--- src/rtl/ldpc_pkg.sv ---
// rtl/ldpc_pkg.sv - shared types and helpers for the LDPC check-node datapath
package ldpc_pkg;

    typedef enum logic [1:0] {
        IDLE  = 2'd0,
        ACCUM = 2'd1,
        EMIT  = 2'd2
    } cn_state_e;

    // Largest representable magnitude for a qw-bit symmetric message.
    function automatic int maxm(input int qw);
        return (1 << (qw - 1)) - 1;
    endfunction

    // Clip a sign-extended message into [-MAXM, MAXM] so negation never overflows.
    function automatic logic signed [16:0] sat_sym(input logic signed [16:0] x, input int qw);
        int m;
        int xv;
        m  = maxm(qw);
        xv = int'(x);
        if (xv > m) begin
            xv = m;
        end else if (xv < -m) begin
            xv = -m;
        end
        return 17'(xv);
    endfunction

endpackage

--- src/rtl/ldpc_cn_lane.sv ---
// rtl/ldpc_cn_lane.sv - one check node: min1/min2/sign accumulation and extrinsic output
module ldpc_cn_lane #(
    parameter int QW    = 8,
    parameter int IDX_W = 5
) (
    input  logic             clk_i,
    input  logic             rst_ni,
    input  logic             init_i,
    input  logic             acc_i,
    input  logic [IDX_W-1:0] k_i,
    input  logic [QW-1:0]    x_i,
    input  logic [QW-2:0]    offset_i,
    output logic [QW-1:0]    y_o
);
    import ldpc_pkg::*;

    localparam int            DEPTH = 1 << IDX_W;
    localparam logic [QW-2:0] MAXM  = (QW-1)'(maxm(QW));

    logic signed [QW-1:0] v;
    logic                 sgn;
    logic [QW-2:0]        mag;

    logic [QW-2:0]        min1_q;
    logic [QW-2:0]        min2_q;
    logic [IDX_W-1:0]     idx1_q;
    logic                 parity_q;
    logic [DEPTH-1:0]     sign_q;

    logic [QW-2:0]        m;
    logic [QW-2:0]        m_off;
    logic                 s;

    // Clip the incoming message and split it into sign and magnitude.
    always_comb begin
        v   = QW'(sat_sym({{(17-QW){x_i[QW-1]}}, x_i}, QW));
        sgn = v[QW-1];
        mag = (QW-1)'(sgn ? -v : v);
    end

    // Track the two smallest magnitudes, where the smallest sits, and all signs.
    always_ff @(posedge clk_i or negedge rst_ni) begin
        if (!rst_ni) begin
            min1_q   <= MAXM;
            min2_q   <= MAXM;
            idx1_q   <= '0;
            parity_q <= 1'b0;
            sign_q   <= '0;
        end else if (init_i) begin
            min1_q   <= MAXM;
            min2_q   <= MAXM;
            idx1_q   <= '0;
            parity_q <= 1'b0;
            sign_q   <= '0;
        end else if (acc_i) begin
            sign_q[k_i] <= sgn;
            parity_q    <= parity_q ^ sgn;
            if (mag < min1_q) begin
                min2_q <= min1_q;
                min1_q <= mag;
                idx1_q <= k_i;
            end else if (mag < min2_q) begin
                min2_q <= mag;
            end
        end
    end

    // Extrinsic message for edge k: exclude its own contribution, apply offset.
    always_comb begin
        m     = (k_i == idx1_q) ? min2_q : min1_q;
        m_off = (m > offset_i) ? (m - offset_i) : '0;
        s     = parity_q ^ sign_q[k_i];
        y_o   = s ? -{1'b0, m_off} : {1'b0, m_off};
    end

endmodule

--- src/rtl/ldpc_cn_minsum.sv ---
// rtl/ldpc_cn_minsum.sv - multi-lane offset-min-sum check-node update engine
module ldpc_cn_minsum #(
    parameter  int QW      = 8,
    parameter  int LANES   = 4,
    parameter  int MAX_DEG = 32,
    localparam int IDX_W   = $clog2(MAX_DEG)
) (
    input  logic                clk_i,
    input  logic                rst_ni,
    input  logic                start_i,
    input  logic [IDX_W:0]      degree_i,
    input  logic [QW-2:0]       offset_i,
    input  logic                in_valid_i,
    output logic                in_ready_o,
    input  logic [LANES*QW-1:0] in_data_i,
    output logic                out_valid_o,
    input  logic                out_ready_i,
    output logic [LANES*QW-1:0] out_data_o,
    output logic                out_last_o,
    output logic                busy_o,
    output logic                cfg_err_o
);
    import ldpc_pkg::*;

    localparam logic [IDX_W:0] MAX_DEG_W = (IDX_W+1)'(MAX_DEG);
    localparam logic [IDX_W:0] MIN_DEG_W = (IDX_W+1)'(2);
    localparam logic [IDX_W:0] ONE_W     = (IDX_W+1)'(1);

    cn_state_e          state_q;
    cn_state_e          state_d;
    logic [IDX_W-1:0]   k_q;
    logic [IDX_W:0]     deg_q;
    logic [QW-2:0]      off_q;
    logic               cfg_err_q;

    logic               cfg_legal;
    logic               k_last;
    logic               start_ok;
    logic               cfg_bad;
    logic               acc;
    logic               hs;
    logic [LANES*QW-1:0] lane_data;

    assign cfg_legal = (degree_i >= MIN_DEG_W) && (degree_i <= MAX_DEG_W);
    assign k_last    = ({1'b0, k_q} == (deg_q - ONE_W));

    // Next-state and handshake decode.
    always_comb begin
        state_d     = state_q;
        in_ready_o  = 1'b0;
        out_valid_o = 1'b0;
        start_ok    = 1'b0;
        cfg_bad     = 1'b0;
        acc         = 1'b0;
        hs          = 1'b0;
        case (state_q)
            IDLE: begin
                if (start_i) begin
                    if (cfg_legal) begin
                        start_ok = 1'b1;
                        state_d  = ACCUM;
                    end else begin
                        cfg_bad = 1'b1;
                    end
                end
            end
            ACCUM: begin
                in_ready_o = 1'b1;
                acc        = in_valid_i;
                if (acc && k_last) begin
                    state_d = EMIT;
                end
            end
            EMIT: begin
                out_valid_o = 1'b1;
                hs          = out_ready_i;
                if (hs && k_last) begin
                    state_d = IDLE;
                end
            end
            default: state_d = IDLE;
        endcase
    end

    // State, edge counter, latched configuration and error pulse.
    always_ff @(posedge clk_i or negedge rst_ni) begin
        if (!rst_ni) begin
            state_q   <= IDLE;
            k_q       <= '0;
            deg_q     <= '0;
            off_q     <= '0;
            cfg_err_q <= 1'b0;
        end else begin
            state_q   <= state_d;
            cfg_err_q <= cfg_bad;
            if (start_ok) begin
                k_q   <= '0;
                deg_q <= degree_i;
                off_q <= offset_i;
            end else if (acc || hs) begin
                k_q <= k_last ? '0 : (k_q + IDX_W'(1));
            end
        end
    end

    for (genvar l = 0; l < LANES; l++) begin : g_lane
        ldpc_cn_lane #(
            .QW    (QW),
            .IDX_W (IDX_W)
        ) u_lane (
            .clk_i    (clk_i),
            .rst_ni   (rst_ni),
            .init_i   (start_ok),
            .acc_i    (acc),
            .k_i      (k_q),
            .x_i      (in_data_i[l*QW +: QW]),
            .offset_i (off_q),
            .y_o      (lane_data[l*QW +: QW])
        );
    end

    assign out_data_o = out_valid_o ? lane_data : '0;
    assign out_last_o = out_valid_o && k_last;
    assign busy_o     = (state_q != IDLE);
    assign cfg_err_o  = cfg_err_q;

endmodule

--- config.mk ---
export PLATFORM = sky130hd
export DESIGN_NAME = ldpc_cn_minsum
export DESIGN_NICKNAME = d
export VERILOG_FILES = /design/src/rtl/ldpc_pkg.sv /design/src/rtl/ldpc_cn_lane.sv /design/src/rtl/ldpc_cn_minsum.sv
export SDC_FILE = /design/constraint.sdc
export NUM_CORES = 1
export LEC_CHECK = 0
export CORE_MARGIN = 8
export CORE_UTILIZATION = 55
export DETAILED_ROUTE_END_ITERATION = 12
export PLACE_DENSITY = 0.77
export SETUP_SLACK_MARGIN = 0.15
export SLEW_MARGIN = 20
export SYNTH_ARGS = -nofsm -noshare
export SYNTH_HDL_FRONTEND = slang
export SYNTH_SLANG_ARGS = --single-unit
export TNS_END_PERCENT = 1
--- constraint.sdc ---
create_clock -name clk_i -period 5.3 [get_ports clk_i]
set_input_delay 1.325 -clock clk_i [delete_from_list [all_inputs] [get_ports clk_i]]
set_output_delay 1.325 -clock clk_i [all_outputs]
set_load 0.02 [all_outputs]
-- After elaboration in Yosys (flattened, before gate mapping)
Cells that the tools add are included.
- bits in read-only memories: 0
- memories: 0
- word-level logic and storage cells: 222
- input port bits: 50
- latch bits: 0
- memory bits (writable): 0
- output and inout port bits: 37
- bits in registers: 229
- divide/modulo/power cells: 0
- equal/unequal tests: 11
- shift operators: 0
- reduce and logical (&&, ||, !) cells: 27
- muxes and demuxes: 113
- bitwise operators: 8
- multiply operators: 0
- add/sub/neg operators: 14
- magnitude comparators: 24
- operator list (operator ; count):
    $mux W32 ; 9
    $mux W7 ; 40
    $bwmux W32 ; 4
    $mux W8 ; 12
    $mux W5 ; 15
    $lt A7 B7 Y1 ; 8
    $gt A8 B8 Y1 const B ; 4
    $lt A8 B8 Y1 const B ; 4
    $neg A7 Y8 ; 4
    $gt A7 B7 Y1 ; 4
    $neg A7 Y7 ; 4
    $sub A7 B7 Y7 ; 4
    $mux W1 ; 23
    $bmux W1 S5 ; 4
    $eq A5 B5 Y1 ; 4
    $reduce_and A2 Y1 ; 8
    $reduce_bool A2 Y1 ; 7
    $reduce_bool A3 Y1 ; 4
    $mux W2 ; 4
    $ne A2 B2 Y1 const B ; 4
    $xor A1 B1 Y1 ; 8
    $eq A5 B6 Y1 ; 1
    $ge A6 B2 Y1 const B ; 1
    $le A6 B6 Y1 const B ; 1
    12 further kinds ; 16

-- Depth between registers and ports, before layout
Gate-level depths: netlist of run 1.
- depth in word-level cells: 10
- depth in mapped cells: 21
- gate-level depth less buffers: 18

-- By module
From an unflattened synthesis of run 1, not the netlist that was laid out.
- cells, all modules: 1967
- area, all modules: 16900.0 um^2
- by module, submodules not included (module ; area an instance (um^2) ; times used ; seq. area each (um^2) ; cells an instance):
    ldpc_cn_lane (g_lane[0].u_lane ...) ; 3898.7 ; 2 ; 1318.8 ; 455
    ldpc_cn_lane (g_lane[3].u_lane) ; 3996.3 ; 1 ; 1318.8 ; 461
    ldpc_cn_lane (g_lane[1].u_lane) ; 3783.6 ; 1 ; 1318.8 ; 436
    ldpc_cn_minsum ; 1322.5 ; 1 ; 525.5 ; 160

-- Worst setup path after synthesis of run 1
Ideal clock, no wire load.
- path kind: register to output
- start: reg k_q[1]
- end: out out_data_o[30]
- buffers on the path: 3
- path slack: -0.455 ns
- cell stages (with the launch flop): 18
- arrival: 4.430 ns
- required time: 3.975 ns
- cells stage by stage: dfrtp_1 -> buf_2 -> buf_1 -> xnor2_1 -> nand3_1 -> nor3_1 -> clkbuf_1 -> o21ai_0 -> ha_1 -> nand4_1 -> a211oi_1 -> nor2_1 -> or3_1 -> ha_1 -> o311ai_0 -> nor3_1 -> o31a_1 -> o31ai_1
- word-level cells in the longest chain between the ends: 7
- elaborated cells between the ends (all ways): 11
- those cells by class: add/sub: 2; order compare: 1; eq/ne: 1; mux: 6; bitwise: 1
- ends and longest elaborated chain (item ; line ; source):
    from (decl) ; ldpc_cn_minsum.sv:31 ; logic [IDX_W-1:0] k_q;
    from (signal assigned) ; ldpc_cn_minsum.sv:101 ; k_q <= k_last ? '0 : (k_q + IDX_W'(1));
    $eq A5 B5 Y1 ; ldpc_cn_lane.sv:70 ; m = (k_i == idx1_q) ? min2_q : min1_q;
    $mux W7 ; ldpc_cn_lane.sv:70 ;
    $sub A7 B7 Y7 or $gt A7 B7 Y1 (tied branches) ; ldpc_cn_lane.sv:71 ; m_off = (m > offset_i) ? (m - offset_i) : '0;
    $mux W7 ; ldpc_cn_lane.sv:71 ;
    $neg A7 Y8 ; ldpc_cn_lane.sv:73 ; y_o = s ? -{1'b0, m_off} : {1'b0, m_off};
    $mux W8 * ; ldpc_cn_lane.sv:73 ;
    $mux W32 * ; ldpc_cn_minsum.sv:122 ; assign out_data_o = out_valid_o ? lane_data : '0;
    to (decl) ; ldpc_cn_minsum.sv:18 ; output logic [LANES*QW-1:0] out_data_o,
Every way passes the cells marked *; elsewhere a longest branch is shown, timed or not. The select of a mux whose other input is x is not followed.

-- Worst setup path in the final report of run 1
- start: reg k_q[1]
- end: out out_data_o[4]
Same word-level chain as after synthesis.

==> summary.md, run 1 <==
| Metric | Value |
|---|---|
| P per Cell Area | 807 mW/mm^2 |
| Clock root cell | clkbuf_16 |
| Setup violations, final | 5 |
| Clock slew at reported path FFs | 60 ps |
| Min Hold Slack | 489 ps |
| Clk_lat worst skew | 530 ps |
| Final wirelength | 45.4 mm |
| Crit-path slowest cell | dfrtp_1 |
| Core Util, Final | 70.2% |
| Post-synth top area share | 27.8% |
| Remaining DRCs | 0 |
| Post-Layout Cell Count | 2,424 |
| Port bufs | 86 |
| Worst Tran Pin Value | 1120 ps |
| Clk sinks | 229 |
| Inserted Clock Buffers | 26 |
| All-layer global routing usage | 25.4% |
| Primary FF master, synth | dfrtp_1 |
| Die height | 184 um |
| Pleak | 8.91 nW |
| FF-to-FF setup slack | 2400 ps |
| Clock skew | 9.39 ps |
| HP Class | reg -> reg |
| Vias per cell | 6.13 |
| Sequential fraction of the synthesis area | 37.3% |
| Vias | 14.9k |
| Initial antenna violation count | 0 |
| Area contributors post-synth | dfrtp_1 28%, dfstp_2 9.5%, ha_1 7.5%, mux2i_1 6.0%, o21ai_0 5.8% |
| Routed Antenna Nets | 0 |
| Crit path buffers/inverters | 5 |
| Antenna Cells | 0 |
| Max Cap Violations | 0 |
| Tmin final | 5360 ps |
| Critical Path AT | 4030 ps |
| Syn Nets | 1,973 |
| CP endpoint kind | primary output |
| Initial DRC Count | 1,193 |
| Yosys cell types | 78 |
| Starting Density | 55.8% |
| Setup_tns | -109 ps |
| Chip width | 184 um |
| Area growth syn-to-layout | 25.7% |
| Routed WL per cell | 18.7 um |
| Fin. max-slew vios | 0 |
| CP Data Required Time | 3970 ps |
| First-pass GRT wire length | 71.6 mm |
| Outcome | complete, but fails checks |
| Largest net degree at the start of global routing | 140 |
| Worst-path cell chain | buf_6 -> xor2_1 -> nor3_2 -> nand3_1 -> buf_2 -> o21ai_1 -> ha_1 -> and2_0 -> o21ai_1 -> a31oi_1 -> buf_4 -> nand2b_1 -> ha_2 -> buf_4 -> nand2_2 -> nor2_1 -> o21ai_1 -> a21oi_2 -> buf_6 |
| Final HPWL DP | 30.7 mm |
| CTS tree | built |
| Fin crit share | 101% |
| Htree depth | 1 |
| RSZ-0062 raised after global routing | true |
| Top delay family on crit path | compound AO/OA/AOI/OAI gates |
| Avg Inst Size Synth | 8.52 sq um |
| Clock Path Buffers | 3 |
| CP Launch Type | register |
| CP dominant cell by count | o21ai_1 |
| Failing checks | negative setup slack |
| Synthesized flop and latch total | 229 |
| Number of cell rows | 61 |
| CP max stage delay | 450 ps |
| Core area | 0.0279 sq mm |
| I/O pins | 87 |
| Final Net Count | 2,173 |
| GRT overflow | 0 |
| Max_slew headroom | 25.2% |
| Crit-path max FO | 5 |
| Filler Cell Count | 2,110 |
| Number of global-route vias before repair | 14.4k |
| Post-synth EDFFs | 0 |
| F_max | 0.187 GHz |
| FFs w/ async S/R, synth | 100% |
| Hold buffer count at cts | 0 |
| Fin. Hold Viols | 0 |
| GPL Wtd Cong | 0.940 |
| Critical path type | reg -> out |
| Placed insts | 2,353 |
| Max VDD drop | 0.000383 V |
| TritonRoute pass-1 iters | 6 |
| Layout cells sized above 1 | 22.6% |
| Ys Warns | 0 |
| Syn Inst Count | 1,826 |
| Final setup margin | -57.7 ps |
| Synth area leader | dfrtp_1 |
| Synth Cell Area | 0.0156 sq mm |
| Die Area | 0.0339 sq mm |
## placed cells by master (no fill, tap or decap), drive strengths merged, types with 11 or more instances in the layout
cell and count:
a211oi 17, a21oi 93, buf 205, clkbuf 40, clkdlybuf4s50 54, dfrtp 173, dfstp 56, ha 93
inv 105, mux2i 93, nand2 171, nand2b 24, nand3 134, nor2 180, nor2b 17, nor3 31
nor4 14, o211ai 43, o21ai 181, o221a 14, o22ai 42, o31ai 11, or3 12, xnor2 37
xor2 22
## power by group
part / switching [W] / internal (W) / leakage, nW / total, W
clock: 0.000743 / 0.00124 / 0.459 / 0.00199
combinational: 0.00586 / 0.00472 / 5.64 / 0.0106
sequential: 0.000534 / 0.00269 / 2.81 / 0.00322
## layout make-up
cell class | count | area [sq um] | area share [%]
clock inverter | 11 | 188 | 0.960
sequential | 229 | 5810 | 29.7
clock buffer | 37 | 763 | 3.90
inverter | 105 | 394 | 2.02
timing repair buffer | 271 | 2310 | 11.8
multi-input combinational | 1393 | 9620 | 49.2
tap | 378 | 473 | 2.42
## synth_stat cells, drive strengths merged (7+ instances only)
master  number
o211ai      43
o221a       14
a21oi       93
nand4        8
nor3        31
a31oi       10
nor4        14
nand3      134
mux2i       93
nand2b      24
a21o         9
nor2       180
o31ai       11
nor4b        7
or2          7
dfstp       56
o21bai       8
ha          93
xnor2       37
inv        105
nor2b       17
a211oi      17
and2        10
nand2      171
o21ai      181
dfrtp      173
and3         7
xor2        22
clkbuf      60
or3         12
nand3b      10
o22ai       42
buf         39
## layer usage
layer	routed length, um	global-route usage, %	vias to the layer above
met2	21400	42.6	587
met3	3260	3.74	118
met5	0	0	-
met4	1420	9.07	0
met1	19300	33.0	7199
li1	-	-	6962
## timing repair
| item | in CTS | in global routing |
|---|---|---|
| buffers inserted | 13 | 7 |
| resized for setup | 169 | 114 |
| pin swaps | 37 | 38 |
| cloned | 1 | 2 |
| endpoints found under the setup margin | 43 | 99 |
## worst register-to-register path: stages, from the launching register on
cell and delay (ps):
dfrtp_1 400, nand2b_1 540, inv_1 460, a211oi_1 950, nand2b_2 310, o22ai_1 110
## final timing paths
check / startpoint / cells after the start / endpoint
max reg2reg: state_q[0]$_DFFE_PN0P_ / 5 / k_q[4]$_DFFE_PN0P_
max in group asynchronous: rst_ni / 2 / g_lane[2].u_lane.min2_q[3]$_DFFE_PN1P_
max: k_q[1]$_DFFE_PN0P_ / 19 / out_data_o[4]
min: state_q[1]$_DFFE_PN0P_ / 1 / state_q[0]$_DFFE_PN0P_
min reg2reg: state_q[1]$_DFFE_PN0P_ / 1 / state_q[0]$_DFFE_PN0P_
min in group asynchronous: rst_ni / 1 / g_lane[1].u_lane.sign_q[7]$_DFFE_PN0P_
## registers in the layout, summed over array words and instances, names as in the netlist
register / flops
g_lane.u_lane.min1_q: 28
g_lane.u_lane.sign_q: 128
k_q: 5
g_lane.u_lane.min2_q: 28
off_q: 7
cfg_err_o: 1
g_lane.u_lane.parity_q: 4
state_q: 2
g_lane.u_lane.idx1_q: 20
deg_q: 6
## kinds of logic (layout without fill, tap and decap cells)
group | Yosys count | in the layout | share of synthesized area [%]
and+or+nand+nor | 662 | 662 | 20.5
AOI/OAI and AO/OA | 477 | 477 | 19.1
DFF | 229 | 229 | 37.3
buffers and inverters | 204 | 424 | 5.30
muxes | 98 | 98 | 6.35
adders and majority gates | 97 | 97 | 7.99
xor gates and xnor gates | 59 | 59 | 3.42
## per-stage QoR
step	power (W)	setup slack, ps	cell area, sq um
2_1_floorplan	0.00929	92.9	15600
3_3_place_gp	0.0117	-230	17800
3_5_place_dp	0.0121	-448	17800
4_1_cts	0.0149	-36.4	19100
5_1_grt	0.0169	-276	19600
6_report	0.0158	-57.7	19600
No activity file was read; power rests on OpenSTA's default activity.
==> run 2: changes to the inputs <==
CORE_MARGIN = 3   (was 8)
REMOVE_ABC_BUFFERS = 1   (was default)
==> summary.md, run 2 (synthesized netlist as in run 1, its figures left out) <==
| Metric | Value |
|---|---|
| Vias per cell | 6.09 (-0.68%) |
| Most frequent cells in the layout | 198 x buf_4, 171 x nor2_1, 170 x dfrtp_1 |
| CP max stage delay | 490 ps (+40 ps) |
| Max VDD drop | 0.000434 V (+13%) |
| Top delay family on crit path | simple AND/OR/NAND/NOR gates |
| Final setup margin | -261 ps (-204 ps) |
| HP Class | reg -> reg |
| Chip width | 174 um (-5.4%) |
| Most common cell after layout, fill and taps aside | buf_4 |
| Pleak | 8.88 nW (-0.40%) |
| Filler Cell Count | 2,047 (-3.0%) |
| Max_slew headroom | 23.6% (-1.6 points) |
| Failing checks | negative setup slack |
| Worst Tran Pin Value | 1150 ps (+23.8 ps) |
| Final wirelength | 44.7 mm (-1.4%) |
| Critical path type | reg -> out |
| Port bufs | 86 (unchanged) |
| Final instance area | 0.0193 sq mm (-1.2%) |
| Crit path buffers/inverters | 4 (-1) |
| Fin. Hold Viols | 0 (unchanged) |
| Routed WL per cell | 18.4 um (-1.6%) |
| Area growth syn-to-layout | 24.2% |
| Initial DRC Count | 1,395 (+17%) |
| GPL Wtd Cong | 0.931 (-1.0%) |
| Clk_lat worst skew | 550 ps (+20 ps) |
| Hold buffer count at cts | 0 (unchanged) |
| Largest register by flop count | g_lane.u_lane.sign_q |
| FF-to-FF setup slack | 2590 ps (+190 ps) |
| Fin. max-slew vios | 0 (unchanged) |
| Starting Density | 56.8% (+0.93 points) |
| Met2 WL | 21.9 mm (+2.4%) |
| Worst-path cell chain | xnor2_2 -> nand3_2 -> nor3_4 -> buf_6 -> nand2_1 -> o21ai_0 -> ha_1 -> nor2_1 -> a211oi_2 -> nor2_1 -> or3_4 -> ha_4 -> o311ai_4 -> nor3_2 -> buf_4 -> buf_4 -> o2111ai_1 -> o31ai_1 -> buf_2 |
| CTS tree | built |
| Pre-CTS WS | -484 ps (-35.7 ps) |
| Fin crit share | 105% (+3.8 points) |
| F_max | 0.180 GHz (-3.7%) |
| All-layer global routing usage | 27.7% (+2.3 points) |
| I/O pins | 87 (unchanged) |
| Remaining DRCs | 0 (unchanged) |
| Crit-path max FO | 6 (+1) |
| Routed wl met3 | 2.96 mm (-9.0%) |
| Max reg flops | 128 (unchanged) |
| Crit-path slowest cell | dfrtp_4 |
| Top Registers | g_lane.u_lane.sign_q x128, g_lane.u_lane.min1_q x28, g_lane.u_lane.min2_q x28 |
| Inserted Clock Buffers | 26 (unchanged) |
| Clock Path Buffers | 3 (unchanged) |
| GRT overflow | 0 (unchanged) |
| Final Net Count | 2,184 (+0.51%) |
| Die height | 174 um (-5.4%) |
| Clk sinks | 229 (unchanged) |
| CP endpoint kind | primary output |
| Largest net degree at the start of global routing | 119 (-15%) |
| CP Data Required Time | 3970 ps (about the same) |
| Initial antenna violation count | 0 (unchanged) |
| Number of global-route vias before repair | 14.4k (-0.021%) |
| Critical Path AT | 4240 ps (+210 ps) |
| Final HPWL DP | 30.0 mm (-2.4%) |
| Setup_tns | -925 ps (-816 ps) |
| Outcome | complete, but fails checks |
| Core area | 0.0274 sq mm (-1.6%) |
| TritonRoute pass-1 iters | 5 (-1) |
| Die Area | 0.0303 sq mm (-11%) |
| Routed Antenna Nets | 0 (unchanged) |
| Vias | 14.8k (-0.44%) |
| Core Util, Final | 70.5% (+0.30 points) |
| Number of cell rows | 60 (-1.6%) |
| Top sig layer | met4 |
| First-pass GRT wire length | 70.6 mm (-1.3%) |
| Clock slew at reported path FFs | 60 ps (about the same) |
| Overall Power | 0.0156 W (-1.5%) |
| Htree depth | 1 (unchanged) |
| Placed cell area | 0.0178 sq mm (-0.26%) |
| Layout cells sized above 1 | 22.3% (-0.32 points) |
| CP Launch Type | register |
| Clock skew | 22.6 ps (+13.2 ps) |
| RSZ-0062 raised after global routing | true |
| Setup violations, final | 7 (+2) |
| Clock root cell | clkbuf_16 |
| DRT met1 WL | 18.3 mm (-4.9%) |
| Tmin final | 5560 ps (+204 ps) |
| Max Cap Violations | 0 (unchanged) |
| P per Cell Area | 805 mW/mm^2 (-0.28%) |
run 2: layout make-up:
class / count / area, sq um / area share [%]
clock inverter: 9 / 131 / 0.680
clock buffer: 39 / 749 / 3.88
inverter: 105 / 394 / 2.04
antenna: 1 / 2.50 / 0.0130
multi-input combinational: 1393 / 9440 / 48.9
tap: 372 / 465 / 2.41
timing repair buffer: 282 / 2330 / 12.1
sequential: 229 / 5810 / 30.1
run 2: repair_timing:
item                                    4_1_cts  5_1_grt
pin swaps                                    34       36
gates resized for setup                     169       99
buffers inserted                             17       10
cloned                                        1        0
hold endpoints to repair                      0        0
endpoints found under the setup margin       50       78
run 2: path summary, 6_finish.rpt:
kind | depth (start not counted) | endpoint | from
max | 19 | out_data_o[30] | k_q[0]$_DFFE_PN0P_
min | 1 | state_q[0]$_DFFE_PN0P_ | state_q[1]$_DFFE_PN0P_
max reg2reg | 7 | g_lane[3].u_lane.min2_q[2]$_DFFE_PN1P_ | state_q[0]$_DFFE_PN0P_
min reg2reg | 1 | state_q[0]$_DFFE_PN0P_ | state_q[1]$_DFFE_PN0P_
max in group asynchronous | 2 | deg_q[5]$_DFFE_PN0P_ | rst_ni
min in group asynchronous | 1 | g_lane[0].u_lane.sign_q[29]$_DFFE_PN0P_ | rst_ni
run 2: power breakdown:
| group | switching [W] | leakage (nW) | internal [W] |
|---|---|---|---|
| registers | 0.000535 | 2.81 | 0.00269 |
| clock network | 0.000743 | 0.432 | 0.00108 |
| logic | 0.00575 | 5.64 | 0.00475 |
run 2: metal layers:
layer | global-route usage, % | vias up
met1 | 35.5 | 7121
li1 | - | 6971
met4 | 9.58 | 0
met5 | 0 | -
met3 | 4.17 | 137
met2 | 48.0 | 572
run 2: through the flow:
stage | cells | hold WS [ps]
floorplan | 1727 | 448
detailed placement | 2353 | 487
CTS | 2419 | 495
global placement | 2353 | 469
finish | 2430 | 490
global route | 2429 | 515
run 2: worst register-to-register path, delay by kind of cell, from the launching register on:
kind	cells	cell delay, ps
AOI/OAI and AO/OA	3	470
buffers and inverters	1	200
DFF	1	400
and+or+nand+nor	3	1540
==> run 3: changes to the inputs <==
CTS_CLUSTER_DIAMETER = 30   (was default)
==> summary.md, run 3 (synthesized netlist as in run 1, its figures left out) <==
| Metric | Value |
|---|---|
| Multi-input gate area | 0.00928 sq mm (-1.7%) |
| Clock slew at reported path FFs | 60 ps (about the same) |
| Critical Path AT | 4170 ps (-70 ps) |
| Max_slew headroom | 27.8% (+4.2 points) |
| Die Area | 0.0303 sq mm (unchanged) |
| Inserted Clock Buffers | 50 (+92%) |
| Worst-path cell chain | xnor2_2 -> nand3_2 -> nor3_4 -> buf_6 -> nand2_1 -> o21ai_1 -> ha_1 -> nor2_1 -> a211oi_2 -> nor2_2 -> or3_4 -> ha_4 -> buf_6 -> or4_1 -> nand2_1 -> buf_6 |
| Area growth syn-to-layout | 28.4% |
| CTS tree | built |
| Worst R2R End | g_lane[3].u_lane.min2_q[3]$_DFFE_PN1P_ |
| Tmin final | 5500 ps (-65.7 ps) |
| Routed Antenna Nets | 0 (unchanged) |
| Hold buffer count at cts | 0 (unchanged) |
| CP dominant cell by count | buf_6 |
| Final Net Count | 2,204 (+0.92%) |
| Failing checks | negative setup slack |
| Fin. Hold Viols | 0 (unchanged) |
| Starting Density | 56.8% (unchanged) |
| Final HPWL DP | 30.0 mm (unchanged) |
| Hold EP | state_q[0]$_DFFE_PN0P_ |
| Max Cap Violations | 0 (unchanged) |
| Most common cell after layout, fill and taps aside | buf_4 |
| Core Util, Final | 72.9% (+2.4 points) |
| Seq. cell area | 0.00581 sq mm (about the same) |
| RSZ-0062 raised after global routing | true |
| Fin. max-slew vios | 0 (unchanged) |
| Initial antenna violation count | 1 (+1) |
| Hold path start | state_q[1]$_DFFE_PN0P_ |
| Clk_lat worst skew | 580 ps (+30 ps) |
| Hold depth | 1 (unchanged) |
| GRT overflow | 0 (unchanged) |
| Die height | 174 um (unchanged) |
| CP endpoint kind | primary output |
| Filler Cell Count | 1,921 (-6.2%) |
| Layout cells sized above 1 | 22.5% (+0.19 points) |
| Clock Path Buffers | 3 (unchanged) |
| Clock skew | 46.1 ps (+23.5 ps) |
| Clk sinks | 229 (unchanged) |
| Pleak | 9.19 nW (+3.5%) |
| Initial DRC Count | 1,445 (+3.6%) |
| Routed WL per cell | 18.4 um (about the same) |
| Remaining DRCs | 0 (unchanged) |
| Number of cell rows | 60 (unchanged) |
| GPL Wtd Cong | 0.931 (unchanged) |
| Largest register by flop count | g_lane.u_lane.sign_q |
| Clock root cell | clkbuf_16 |
| Outcome | complete, but fails checks |
| Chip width | 174 um (unchanged) |
| Final setup margin | -196 ps (+65.7 ps) |
| Reg2Reg Depth | 7 (unchanged) |
| All-layer global routing usage | 29.1% (+1.4 points) |
| Most frequent cells in the layout | 190 x buf_4, 175 x nor2_1, 171 x dfrtp_1 |
| I/O pins | 87 (unchanged) |
| Largest net degree at the start of global routing | 119 (unchanged) |
| Fin crit share | 104% (-1.2 points) |
| Final wirelength | 45.5 mm (+1.7%) |
| P per Cell Area | 837 mW/mm^2 (+3.9%) |
| Placed cell area | 0.0178 sq mm (unchanged) |
| Vias | 15.1k (+2.0%) |
| Crit-path max FO | 6 (unchanged) |
| CP max stage delay | 510 ps (+20 ps) |
| Htree depth | 2 (+1) |
| Port bufs | 86 (unchanged) |
| Vias per cell | 6.11 (+0.37%) |
| Core area | 0.0274 sq mm (unchanged) |
| Max reg flops | 128 (unchanged) |
| TritonRoute pass-1 iters | 6 (+1) |
| Setup violations, final | 13 (+6) |
| CP Data Required Time | 3970 ps (about the same) |
| Reg2Reg Launch Point | state_q[0]$_DFFE_PN0P_ |
| Number of global-route vias before repair | 15.0k (+4.1%) |
| Max VDD drop | 0.000395 V (-9.0%) |
| CP Launch Type | register |
| Worst Tran Pin Value | 1080 ps (-62.5 ps) |
| Critical path type | reg -> out |
| Crit-path slowest cell | or4_1 |
| Top Registers | g_lane.u_lane.sign_q x128, g_lane.u_lane.min1_q x28, g_lane.u_lane.min2_q x28 |
| First-pass GRT wire length | 74.0 mm (+4.8%) |
| Antenna Cells | 0 (-1) |
| HP Class | reg -> reg |
| F_max | 0.182 GHz (+1.2%) |
| Final instance area | 0.0200 sq mm (+3.4%) |
| FF-to-FF setup slack | 2590 ps (about the same) |
## run 3: routing by layer
layer / track usage [%] / vias up / routed length, um
met1: 37.0 / 7289 / 18600
met3: 4.33 / 157 / 2870
met5: 0 / - / 7
met4: 11.8 / 2 / 1780
li1: - / 7045 / -
met2: 49.9 / 601 / 22200
## run 3: stage by stage
step / hold WS, ps / setup slack (ps) / TNS (ps) / power, W / std cells
finish: 486 / -196 / -842 / 0.0167 / 2469
global placement: 469 / -262 / -6940 / 0.0117 / 2353
floorplan: 448 / -2160 / -66500 / 0.00912 / 1727
global route: 514 / -331 / -5980 / 0.0179 / 2469
CTS: 493 / -40.9 / -182 / 0.0162 / 2465
detailed placement: 487 / -484 / -17050 / 0.0121 / 2353
## run 3: cell type report
| cell class | instances | area share, % |
|---|---|---|
| tap | 372 | 2.33 |
| sequential | 229 | 29.1 |
| clock inverter | 30 | 1.91 |
| multi-input combinational | 1393 | 46.5 |
| timing repair buffer | 278 | 11.4 |
| inverter | 105 | 1.97 |
| clock buffer | 62 | 6.79 |
## run 3: where the power goes
group / total, W / leakage, nW / internal [W] / switching [W]
Clock: 0.00313 / 0.848 / 0.00205 / 0.00109
Combinational: 0.0103 / 5.53 / 0.00466 / 0.00567
Sequential: 0.00324 / 2.81 / 0.00270 / 0.000542
Total: 0.0167 / 9.19 / 0.00940 / 0.00730
## run 3: worst max path at each step
stage / from / endpoint / cells after the start / slack, ps
global route: k_q[3]$_DFFE_PN0P_ / out_data_o[6] / 19 / -330
detailed placement: in_data_i[2] / g_lane[0].u_lane.min2_q[0]$_DFFE_PN1P_ / 18 / -480
global placement: in_data_i[2] / g_lane[0].u_lane.min2_q[1]$_DFFE_PN1P_ / 18 / -260
CTS: k_q[0]$_DFFE_PN0P_ / out_data_o[30] / 17 / -40
floorplan: k_q[0]$_DFFE_PN0P_ / out_data_o[30] / 14 / -2160
finish: k_q[0]$_DFFE_PN0P_ / out_data_o[26] / 16 / -200
## run 3: critical path: cells and delay by family, from the launching register on
family | cells | cell delay, ps
AOI/OAI and AO/OA | 2 | 460
and+or+nand+nor | 8 | 1650
buffers and inverters | 3 | 410
adders and majority gates | 2 | 430
xor gates and xnor gates | 1 | 140
DFF | 1 | 480
## run 3: what timing repair did
item | CTS | global route
setup endpoints to repair | 45 | 80
pin swaps | 41 | 19
setup buffers | 18 | 4
gates cloned | 2 | 0
resized for setup | 201 | 25
